**src/rtl/uart_pkg.sv**
```systemverilog
// Shared UART definitions.
//   number_of_bits() : frame length (start + data + parity + stop)
//   rx_state_e       : state encodings of the Rx FSM fed by rx_sample_ctrl
//   IDLE/START_VERIFY/FRAME, sample_state_e : rx_sample_ctrl state encodings
package uart_pkg;

  function automatic int number_of_bits(input int data_width);
    return data_width + 3;
  endfunction

  typedef enum logic [2:0] {
    RX_IDLE   = 3'd0,
    RX_START  = 3'd1,
    RX_DATA   = 3'd2,
    RX_PARITY = 3'd3,
    RX_STOP   = 3'd4
  } rx_state_e;

  localparam logic [1:0] IDLE         = 2'd0;
  localparam logic [1:0] START_VERIFY = 2'd1;
  localparam logic [1:0] FRAME        = 2'd2;

  typedef enum logic [1:0] {
    SC_IDLE         = IDLE,
    SC_START_VERIFY = START_VERIFY,
    SC_FRAME        = FRAME
  } sample_state_e;

endpackage

```
**src/rtl/rx_sync.sv**
```systemverilog
// Two-flop synchroniser for the raw Rx line plus one delay flop for
// falling-edge detection. All flops reset to the idle level (1).
//   clk, reset  : clock, asynchronous active-high reset
//   serial_i    : raw asynchronous line
//   line_s_o    : synchronised line
//   fall_o      : previous synchronised value 1, current 0
module rx_sync (
  input  logic clk,
  input  logic reset,
  input  logic serial_i,
  output logic line_s_o,
  output logic fall_o
);

  logic meta_q;
  logic line_s_q;
  logic line_d_q;

  always_ff @(posedge clk or posedge reset) begin
    if (reset) begin
      meta_q   <= 1'b1;
      line_s_q <= 1'b1;
      line_d_q <= 1'b1;
    end else begin
      meta_q   <= serial_i;
      line_s_q <= meta_q;
      line_d_q <= line_s_q;
    end
  end

  assign line_s_o = line_s_q;
  assign fall_o   = line_d_q & ~line_s_q;

endmodule

```
**src/rtl/rx_sample_ctrl.sv**
```systemverilog
// UART receive sampling controller. Qualifies the start-bit falling edge,
// verifies it at half a bit period, then strobes at the centre of every bit.
//   clk, reset      : clock, asynchronous active-high reset
//   serial_in       : raw Rx line (idle 1)
//   enable          : receiver enable; loss mid-frame aborts the frame
//   start_detected  : pulse on accepted falling edge
//   sampling_strobe : pulse at each bit centre
//   sampled_bit     : line value captured with each strobe (held)
//   rx_abort        : pulse on false start or enable loss mid-frame
//   framing_error   : pulse with the stop-bit strobe when stop = 0
//   frame_busy      : start_detected through the final strobe
//   dbg_state       : current FSM state
// All outputs are registered.
//
// Handshake: there is no backpressure; every output is a single-cycle pulse
// (except sampled_bit, frame_busy, dbg_state) that the Rx FSM must consume
// in the cycle it is high.
module rx_sample_ctrl
  import uart_pkg::*;
#(
  parameter int INPUT_DATA_WIDTH = 8,
  parameter int CLOCKS_PER_BIT   = 16
) (
  input  logic       clk,
  input  logic       reset,
  input  logic       serial_in,
  input  logic       enable,
  output logic       start_detected,
  output logic       sampling_strobe,
  output logic       sampled_bit,
  output logic       rx_abort,
  output logic       framing_error,
  output logic       frame_busy,
  output logic [1:0] dbg_state
);

  localparam int HALF_BIT = CLOCKS_PER_BIT / 2;
  localparam int NUMBER_OF_BITS = number_of_bits(INPUT_DATA_WIDTH);
  localparam int TW  = $clog2(CLOCKS_PER_BIT);
  localparam int BCW = $clog2(NUMBER_OF_BITS);

  // The strobe register is set on the edge after the counter shows these
  // values, so compare against (period - 1).
  localparam logic [TW-1:0]  TICK_HALF = TW'(HALF_BIT - 1);
  localparam logic [TW-1:0]  TICK_FULL = TW'(CLOCKS_PER_BIT - 1);
  localparam logic [BCW-1:0] LAST_BIT  = BCW'(NUMBER_OF_BITS - 1);

  logic line_s;
  logic fall;

  rx_sync u_sync (
    .clk      (clk),
    .reset    (reset),
    .serial_i (serial_in),
    .line_s_o (line_s),
    .fall_o   (fall)
  );

  sample_state_e  state_q, state_d;
  logic [TW-1:0]  tick_q, tick_d;
  logic [BCW-1:0] bit_cnt_q, bit_cnt_d;
  logic start_q, start_d;
  logic strobe_q, strobe_d;
  logic sbit_q, sbit_d;
  logic abort_q, abort_d;
  logic ferr_q, ferr_d;
  logic busy_q, busy_d;

  always_ff @(posedge clk or posedge reset) begin
    if (reset) begin
      state_q   <= SC_IDLE;
      tick_q    <= '0;
      bit_cnt_q <= '0;
      start_q   <= 1'b0;
      strobe_q  <= 1'b0;
      sbit_q    <= 1'b1;
      abort_q   <= 1'b0;
      ferr_q    <= 1'b0;
      busy_q    <= 1'b0;
    end else begin
      state_q   <= state_d;
      tick_q    <= tick_d;
      bit_cnt_q <= bit_cnt_d;
      start_q   <= start_d;
      strobe_q  <= strobe_d;
      sbit_q    <= sbit_d;
      abort_q   <= abort_d;
      ferr_q    <= ferr_d;
      busy_q    <= busy_d;
    end
  end

  always_comb begin
    state_d   = state_q;
    tick_d    = tick_q;
    bit_cnt_d = bit_cnt_q;
    start_d   = 1'b0;
    strobe_d  = 1'b0;
    sbit_d    = sbit_q;
    abort_d   = 1'b0;
    ferr_d    = 1'b0;

    case (state_q)
      SC_IDLE: begin
        tick_d    = '0;
        bit_cnt_d = '0;
        if (fall && enable) begin
          state_d = SC_START_VERIFY;
          start_d = 1'b1;
          // Loaded with 1 so the verify strobe lands HALF_BIT edges after
          // the edge-detect cycle.
          tick_d  = TW'(1);
        end
      end

      SC_START_VERIFY: begin
        if (!enable) begin
          abort_d = 1'b1;
          state_d = SC_IDLE;
          tick_d  = '0;
        end else if (tick_q == TICK_HALF) begin
          tick_d = '0;
          if (!line_s) begin
            strobe_d  = 1'b1;
            sbit_d    = line_s;
            bit_cnt_d = BCW'(1);
            state_d   = SC_FRAME;
          end else begin
            abort_d = 1'b1;
            state_d = SC_IDLE;
          end
        end else begin
          tick_d = tick_q + TW'(1);
        end
      end

      SC_FRAME: begin
        if (!enable) begin
          abort_d   = 1'b1;
          state_d   = SC_IDLE;
          tick_d    = '0;
          bit_cnt_d = '0;
        end else if (tick_q == TICK_FULL) begin
          tick_d   = '0;
          strobe_d = 1'b1;
          sbit_d   = line_s;
          if (bit_cnt_q == LAST_BIT) begin
            ferr_d    = ~line_s;
            state_d   = SC_IDLE;
            bit_cnt_d = '0;
          end else begin
            bit_cnt_d = bit_cnt_q + BCW'(1);
          end
        end else begin
          tick_d = tick_q + TW'(1);
        end
      end

      default: begin
        state_d   = SC_IDLE;
        tick_d    = '0;
        bit_cnt_d = '0;
      end
    endcase

    // Including the strobe keeps busy high through the final strobe cycle
    // even though the state has already returned to IDLE.
    busy_d = (state_d != SC_IDLE) || strobe_d;
  end

  assign start_detected  = start_q;
  assign sampling_strobe = strobe_q;
  assign sampled_bit     = sbit_q;
  assign rx_abort        = abort_q;
  assign framing_error   = ferr_q;
  assign frame_busy      = busy_q;
  assign dbg_state       = state_q;

endmodule

```
**config.mk**
```make
export PLATFORM = sky130hd
export DESIGN_NAME = rx_sample_ctrl
export DESIGN_NICKNAME = d
export VERILOG_FILES = /design/src/rtl/uart_pkg.sv /design/src/rtl/rx_sync.sv /design/src/rtl/rx_sample_ctrl.sv
export SDC_FILE = /design/constraint.sdc
export NUM_CORES = 1
export LEC_CHECK = 0
export ABC_AREA = 1
export BUFFER_PORTS_ARGS = -buffer_cell sky130_fd_sc_hd__buf_2
export CORE_AREA = 2 2 47 57
export CTS_CLUSTER_DIAMETER = 200
export DETAILED_ROUTE_END_ITERATION = 8
export DIE_AREA = 0 0 49 59
export PLACE_DENSITY = 0.72
export SLEW_MARGIN = 20
export SYNTH_ARGS = -nofsm -noshare
export SYNTH_HDL_FRONTEND = slang
export SYNTH_HIERARCHICAL = 1
export SYNTH_SLANG_ARGS = --single-unit
```
**constraint.sdc**
```tcl
create_clock -name clk -period 3.6 [get_ports clk]
set_input_delay 0.72 -clock clk [delete_from_list [all_inputs] [get_ports clk]]
set_output_delay 0.72 -clock clk [all_outputs]
set_load 0.01 [all_outputs]
```
Word-level counts from Yosys, hierarchy flattened
Cells that the tools add are included.
- $add $sub $neg: 2
- equal/unequal tests: 11
- muxes and demuxes: 44
- bitwise operators: 2
- reductions and logical operators: 7
- operators by type and width (cell ; count):
    $mux 4 ; 10
    $mux 1 ; 21
    $mux 2 ; 7
    $pmux 4 s3 ; 1
    $ne 2x2->1 const B ; 5
    $add 4x1->4 const B ; 2
    $eq 4x4->1 const B ; 2
    $pmux 4 s2 ; 1
    $pmux 1 s2 ; 3
    $pmux 2 s3 ; 1
    $reduce_and 6->1 ; 1
    $eq 4x3->1 const B ; 1
    $reduce_and 4->1 ; 1
    $reduce_bool 2->1 ; 2
    $ne 3x3->1 const B ; 1
    $eq 2x1->1 const B ; 1
    $eq 2x2->1 const B ; 1
    $logic_not 2->1 ; 1
    $and 1x1->1 ; 1
    $logic_and 1x1->1 ; 1
    $logic_or 1x1->1 ; 1
    $not 1->1 ; 1
- bits in registers: 19
- input bits: 4

Depth between registers and ports, before layout
Gate-level depths: netlist of run 1.
- word-level depth: 7
- depth in mapped cells: 11
- gate-level depth less buffers: 11

By module
Netlist of run 1, hierarchy kept.
- modules (own cells, without submodules) (module ; instances ; cells an instance ; area an instance (sq um)):
    rx_sample_ctrl ; 1 ; 120 ; 996.0
    rx_sync ; 1 ; 6 ; 92.6

Worst setup path after synthesis of run 1
No wires, ideal clock.
- kind: input to register
- start: input enable
- end: register bit_cnt_q[3]
- library setup time: 118 ps
- data arrival time: 1360 ps
- required time: 3482 ps
- slack: 2122 ps
- stages: 9
- buffers on the path: 1
- path through: buf_6 > nand2_4 > clkinv_2 > nand2_2 > nand3_4 > inv_4 > nand2_1 > nand2_1 > nor2_2
- word-level cells in the longest chain between the ends: 2
- elaborated cells on any way between the ends: 5
- those cells by class: eq/ne: 2; mux: 2; reduce/logical: 1
- ends and longest elaborated chain (element ; RTL line ; source):
    start, declared ; rx_sample_ctrl.sv:27 ; input logic enable,
    $ne 3x3->1 (no source line), or another cell as far along ; n/a ;
    $reduce_and 4->1 (no source line) / $pmux 4 s2 (equally long branches) ; n/a ;
    end signal, assigned ; rx_sample_ctrl.sv:83 ; bit_cnt_q <= bit_cnt_d;
    end, declared ; rx_sample_ctrl.sv:61 ; logic [BCW-1:0] bit_cnt_q, bit_cnt_d;
Parallel ways exist; a longest one is shown, timed or not.
A chain may end at the register's enable or synchronous reset.

Worst setup path in the final report of run 1
- start: register sbit_q (netlist: sampled_bit)
- end: output sampled_bit
- RTL lines (element ; RTL line ; source):
    start, declared ; rx_sample_ctrl.sv:64 ; logic sbit_q, sbit_d;
    start signal, assigned ; rx_sample_ctrl.sv:86 ; sbit_q <= sbit_d;
    end, declared ; rx_sample_ctrl.sv:30 ; output logic sampled_bit,
No word-level cell between the ends.

==> results of run 1 <==
metrics by stage:
step	hold slack, ns	area (um2)	cells
final	0.3657	1199	171
after global routing	0.3701	1199	171
after CTS	0.3674	1199	171
after detailed placement	0.3478	1171	167
after global placement	0.3504	1171	167
after floorplan	0.3452	1089	126
flip-flops by register name (all words and copies together) (netlist names):
| register | count |
|---|---|
| dbg_state | 2 |
| sampling_strobe | 1 |
| u_sync/line_s_o | 1 |
| u_sync/meta_q | 1 |
| bit_cnt_q | 4 |
| sampled_bit | 1 |
| rx_abort | 1 |
| frame_busy | 1 |
| start_detected | 1 |
| tick_q | 4 |
| framing_error | 1 |
| u_sync/line_d_q | 1 |
layer usage:
metal  GRT usage [%]  up-vias
met5               0        -
met4           8.571        0
met3           2.020        7
met2           29.75       21
met1           18.75      412
li1                -      427
logic make-up (layout without fill, tap and decap cells):
| kind of cell | Yosys count | count (layout) |
|---|---|---|
| simple gates | 60 | 60 |
| fa+ha+maj | 7 | 7 |
| compound gates | 16 | 16 |
| xor+xnor | 1 | 1 |
| flops | 19 | 19 |
| buf+inv | 23 | 37 |
worst min-delay path by stage:
stage / to / cells past startpoint
2_1_floorplan: u_sync/line_s_o / 0
3_3_place_gp: u_sync/line_s_o / 0
3_5_place_dp: u_sync/line_s_o / 0
4_1_cts: u_sync/line_s_o / 0
5_1_grt: u_sync/line_s_o / 0
6_report: u_sync/line_s_o / 0
area by class of cell:
type,count,area [um2]
Fill cell,221,1107
Multi-Input combinational cell,84,508.0
Sequential cell,19,480.5
Inverter,22,88.84
Timing Repair Buffer,11,55.05
Tap cell,31,38.79
Clock buffer,3,22.52
Clock inverter,1,5.005
power breakdown:
group          switching [mW]  leakage (nW)  total [mW]  internal [mW]
sequential             0.0153         0.248       0.253          0.238
combinational           0.144         0.355       0.224         0.0799
clock                  0.0670        0.0177       0.108         0.0414
cells in the final DEF, fill, tap and decap left out, drive strengths merged:
master / netlist / final
nor3b: 1 / 1
clkinv: 1 / 2
nor2: 10 / 10
buf: 1 / 11
nor3: 1 / 1
inv: 21 / 21
clkbuf: 0 / 3
a31oi: 1 / 1
dfrtp: 15 / 15
nand3: 12 / 12
o21ai: 3 / 3
nand4: 1 / 1
a21oi: 9 / 9
o31ai: 1 / 1
dfstp: 4 / 4
and2: 1 / 1
xor2: 1 / 1
o22ai: 1 / 1
nand2: 34 / 34
ha: 7 / 7
o2111a: 1 / 1
==> results.md, run 1 <==
* Hold_buf cts at 0
* Post-Route WL at 2.021 mm
* Worst Setup EP: sampled_bit
* Worst path bufs/invs at 1
* Required @ worst endpoint at 2.88 ns
* Total Routing Usage GR at 16.26%
* Number of synthesized register bits at 19
* Capturing point of the worst reg2reg path: tick_q[2]
* Via count at 867
* Via density at 5.070
* Top_reg_cell synth: dfrtp_1
* Die area at 2891 um2
* Synth top cells by count: nand2_1, inv_1, dfrtp_1, nand3_1, nor2_1
* Most common cell in the netlist: nand2_1
* Ys async rst share at 100.0%
* CP top delay family: flip-flops
* Maximum clock insertion buffer count at 2
* Finished Core Util at 51.98%
* Worst Path Max Fanout at 2
* Hold Startpoint: u_sync/meta_q
* Slew Viols, Final at 0
* Mux cell area share after synthesis at 0%
* Status: finished clean
* First-pass iteration count of the detailed router at 5
* CP Capture Type: output port
* Setup TNS Final at 0 ns
* Crit-path cells: buf_2
* Antenna-violating nets left at 0
* I/O Buffers at 11
* First-pass GRT wire length at 3.553 mm
* Met3 Wirelength at 75 um
* Vias in the first global route at 826
* Adder-Cell Fraction of Synth Area at 8.046%
* Final worst-path cycle share at 46.65%
* Worst EP arrival at 0.96 ns
* I/O pins at 12
* Last weighted congestion value of the routability-driven placer at 0.8587
* Crit path depth at 1
* Unrepaired setup endpoints after global routing: false
* Setup Skew at 0.008805 ns
* Syn Area/Cell at 8.639 um2
* Largest net degree at the start of global routing at 17
* DR WL met2 at 1.066 mm
* DRC at 0
* Final Total Pwr at 585.1 uW
* TritonCTS clock tree: built
* Maxcap violations at 0
* Hpwl dp at 1.594 mm
* Number of synthesized flops with an enable pin at 0
* Core Box Area at 2306 um2
* Minimum clock period after layout at 1.679 ns
* Net count after synthesis at 137
* Final setup violation count at 0
* DP Worst Slack at 1.952 ns
* Layout cell share with drive strength beyond 1 at 25.00%
* Clock sinks at 19
* CP startpoint kind: flop
* Std cell rows at 19
* R2R Path Start: dbg_state[1]
* VDD IR max at 0.3149 mV
* Simple-Gate Fraction of Synth Area at 26.67%
* Worst R2R Setup Slack at 2.04 ns
* Max Clk Rate at 595.4 MHz
* Pwr Density at 488.1 nW/um2
* Initial antenna violation count at 0
* Hold Crit Class: reg -> reg
* Leak pwr at 0.6199 nW
* Initial core utilization at 47.21%
* Ys Warns at 6
* Cells after Synth at 126
* ANT cells at 0
* Register-to-Register Path Depth at 6
* WL met1 at 822 um
* Netlist Area Pre-Place at 1089 um2
* Die Width at 49 um
* Count of different cell masters after synthesis at 29
* Setup CP Type: reg -> out
* CTS H-tree lvls at 1
* Worst setup path startpoint: sampled_bit
* Synth Area in XOR/XNOR at 0.8046%
* DR top layer: met4
* Seq/Total Area, Yosys at 44.14%
* Rel. slew slack at 60.30%
* Die height at 59 um
* CP max stage delay at 0.54 ns
* Final nets at 152
* Largest cells by area after synthesis: dfrtp_1, nand2_1, dfstp_2
* DRT iter0 DRCs at 42
* Worst slew pin tran at 0.5949 ns
* Synth Area in Compound Gates at 11.15%
* Setup WS post-layout at 1.921 ns
* Clock insertion delay at the later pin of the skew report at 0.30 ns
* Share of the synthesized area in the top cell type at 34.48%
* GR Overflow Total at 0
* Area growth from synthesis to final layout at 10.11%
* Root buffer cell: clkbuf_4
* Critical path's slowest cell: dfstp_2
* Postcts setup bufs at 0
* Largest family of logic cells by synthesized area: simple AND/OR/NAND/NOR gates
* Cell taking the most area after synthesis: dfrtp_1
* Clock transition at path regs at 0.10 ns
* WL per Instance at 11.82 um
* CTS buffer count at 3
* Final hold vios at 0
* # resized after CTS at 0
Power figures use the tool's default switching activity.
==> run 2, diff against run 1 <==
--- a/config.mk
+++ b/config.mk
@@ -11,7 +11,7 @@
 export CTS_CLUSTER_DIAMETER = 200
 export DETAILED_ROUTE_END_ITERATION = 8
 export DIE_AREA = 0 0 49 59
-export PLACE_DENSITY = 0.72
+export PLACE_DENSITY = 0.74
 export SLEW_MARGIN = 20
 export SYNTH_ARGS = -nofsm -noshare
 export SYNTH_HDL_FRONTEND = slang
==> constraint.sdc (replaced) <==
create_clock -name clk -period 1.5 [get_ports clk]
set_input_delay 0.3 -clock clk [delete_from_list [all_inputs] [get_ports clk]]
set_output_delay 0.3 -clock clk [all_outputs]
set_load 0.01 [all_outputs]
==> run 2 against run 1 <==
  * Clock skew shrank 0.0066 ns
  * First-iteration DRC count shrank 29%
  * Wire length grew 6.6%
  * Hold slack lost 0.28 ns
  * Cell area grew 6.6%
  * Register-to-register slack lost 1.9 ns
  * Sequential cell count is the same
==> results.md, run 2 (synthesis gave the netlist of run 1 again) <==
* Die height at 59 um (unchanged)
* ANT cells at 0 (unchanged)
* Rel. slew slack at 85.67% (+25 points)
* CP startpoint kind: flop
* Maxcap violations at 0 (unchanged)
* First-pass iteration count of the detailed router at 4 (-1)
* TritonCTS clock tree: built
* Clock insertion delay at the later pin of the skew report at 0.30 ns (about the same)
* DRC at 0 (unchanged)
* Root buffer cell: clkbuf_4
* Unrepaired setup endpoints after global routing: false
* Setup Skew at 0.002180 ns (-0.006625 ns)
* Final Total Pwr at 1.495 mW (+160%)
* Hpwl dp at 1.609 mm (+0.89%)
* Post-Route WL at 2.155 mm (+6.6%)
* Slew Viols, Final at 0 (unchanged)
* Clock transition at path regs at 0.10 ns (about the same)
* Most common cell after layout, fill and taps aside: nand2_1
* Antenna-violating nets left at 0 (unchanged)
* Leak pwr at 0.6429 nW (+3.7%)
* Die Width at 49 um (unchanged)
* First-pass GRT wire length at 3.677 mm (+3.5%)
* Final hold vios at 0 (unchanged)
* Core Box Area at 2306 um2 (unchanged)
* I/O Buffers at 11 (unchanged)
* Last weighted congestion value of the routability-driven placer at 0.8560 (-0.31%)
* Initial antenna violation count at 0 (unchanged)
* Total Routing Usage GR at 16.46% (+0.20 points)
* I/O pins at 12 (unchanged)
* Most frequent cells in the layout: nand2_1, inv_1, dfrtp_1
* Std cell rows at 19 (unchanged)
* Status: finished clean
* Worst Path Max Fanout at 3 (+1)
* Setup TNS Final at 0 ns (unchanged)
* Final setup violation count at 0 (unchanged)
* Worst slew pin tran at 0.2150 ns (-0.3798 ns)
* Setup CP Type: reg -> reg
* Hold Crit Class: in -> reg
* Fill count at 208 (-5.9%)
* Vias in the first global route at 881 (+6.7%)
* Minimum clock period after layout at 1.409 ns
* DRT iter0 DRCs at 30 (-29%)
* Clock sinks at 19 (unchanged)
* Maximum clock insertion buffer count at 2 (unchanged)
* Worst EP arrival at 1.61 ns (+0.65 ns)
* Via density at 5.011 (-1.2%)
* Via count at 887 (+2.3%)
* Max Clk Rate at 709.9 MHz
* Post-route insts no fill at 177 (+3.5%)
* Final worst-path cycle share at 93.91%
* GR Overflow Total at 0 (unchanged)
* VDD IR max at 0.7400 mV (+130%)
* Area growth from synthesis to final layout at 17.36%
* Layout cell share with drive strength beyond 1 at 30.82% (+5.8 points)
* Required @ worst endpoint at 1.70 ns (-1.18 ns)
* Initial core utilization at 47.21% (unchanged)
* Largest net degree at the start of global routing at 17 (unchanged)
* WL per Instance at 12.18 um (+3.0%)
* Final nets at 158 (+3.9%)
* Pwr Density at 1170 nW/um2 (+140%)
* CP Capture Type: flop
* Die area at 2891 um2 (unchanged)
* Worst R2R Setup Slack at 0.09 ns (-1.95 ns)
* Placed cell count at 168 (+0.60%)
* Finished Core Util at 55.40% (+3.4 points)
* CTS buffer count at 3 (unchanged)
* CTS H-tree lvls at 1 (unchanged)
-- run 2: stage by stage --
step	cell area, um2	hold slack, ns	worst slack (ns)
6_report	1277	0.08283	0.09129
5_1_grt	1277	0.07394	0.0009974
4_1_cts	1222	0.08330	0.02632
3_5_place_dp	1179	0.3276	-0.0007584
3_3_place_gp	1179	0.3263	0.02436
2_1_floorplan	1089	0.2130	0.07553
-- run 2: what timing repair did --
item	CTS	global route
hold endpoints to repair	15	0
hold buffers	1	0
pin swaps	0	3
gates resized for setup	0	8
setup buffers	1	3
endpoints found under the setup margin	1	8
-- run 2: final timing paths --
check                               from              end  cells after the start
min reg2reg                u_sync/meta_q  u_sync/line_s_o                      0
max in group asynchronous          reset      sampled_bit                      4
min                            serial_in    u_sync/meta_q                      1
max reg2reg                 bit_cnt_q[0]       frame_busy                     11
min in group asynchronous          reset     bit_cnt_q[1]                      4
max                         bit_cnt_q[0]       frame_busy                     11
-- run 2: area by class of cell --
type                    instances  area (um2)  share of cell area (%)
inverters                      22       88.84                   6.954
clock buffers                   4       26.28                   2.057
well taps                      31       38.79                   3.036
multi-input cells              84       540.5                   42.31
flip-flops and latches         19       480.5                   37.61
repair buffers                 17       102.6                   8.031
-- run 2: where the power goes --
part | total [mW] | internal, mW | switching, mW
clock network | 0.264 | 0.104 | 0.160
registers | 0.602 | 0.570 | 0.0320
logic | 0.629 | 0.256 | 0.373
-- run 2: worst max-delay path, cell delays in order (launching register included) --
cell and delay, ns:
dfrtp_1 0.42, inv_2 0.09, ha_4 0.13, nand2_1 0.06, nor2_1 0.12, nand2_1 0.08
nand2_1 0.10, nand2_1 0.06, nand2_1 0.07, nand2_1 0.06, nand2_2 0.07, nand2_1 0.05
-- run 2: per-layer routing --
metal | up-vias | share of wire [%] | track usage, %
met5 | - | 0 | 0
met4 | 0 | 1.6 | 4.898
met3 | 2 | 2.7 | 2.525
met2 | 16 | 54 | 32.49
met1 | 430 | 42 | 18.20
li1 | 439 | - | -
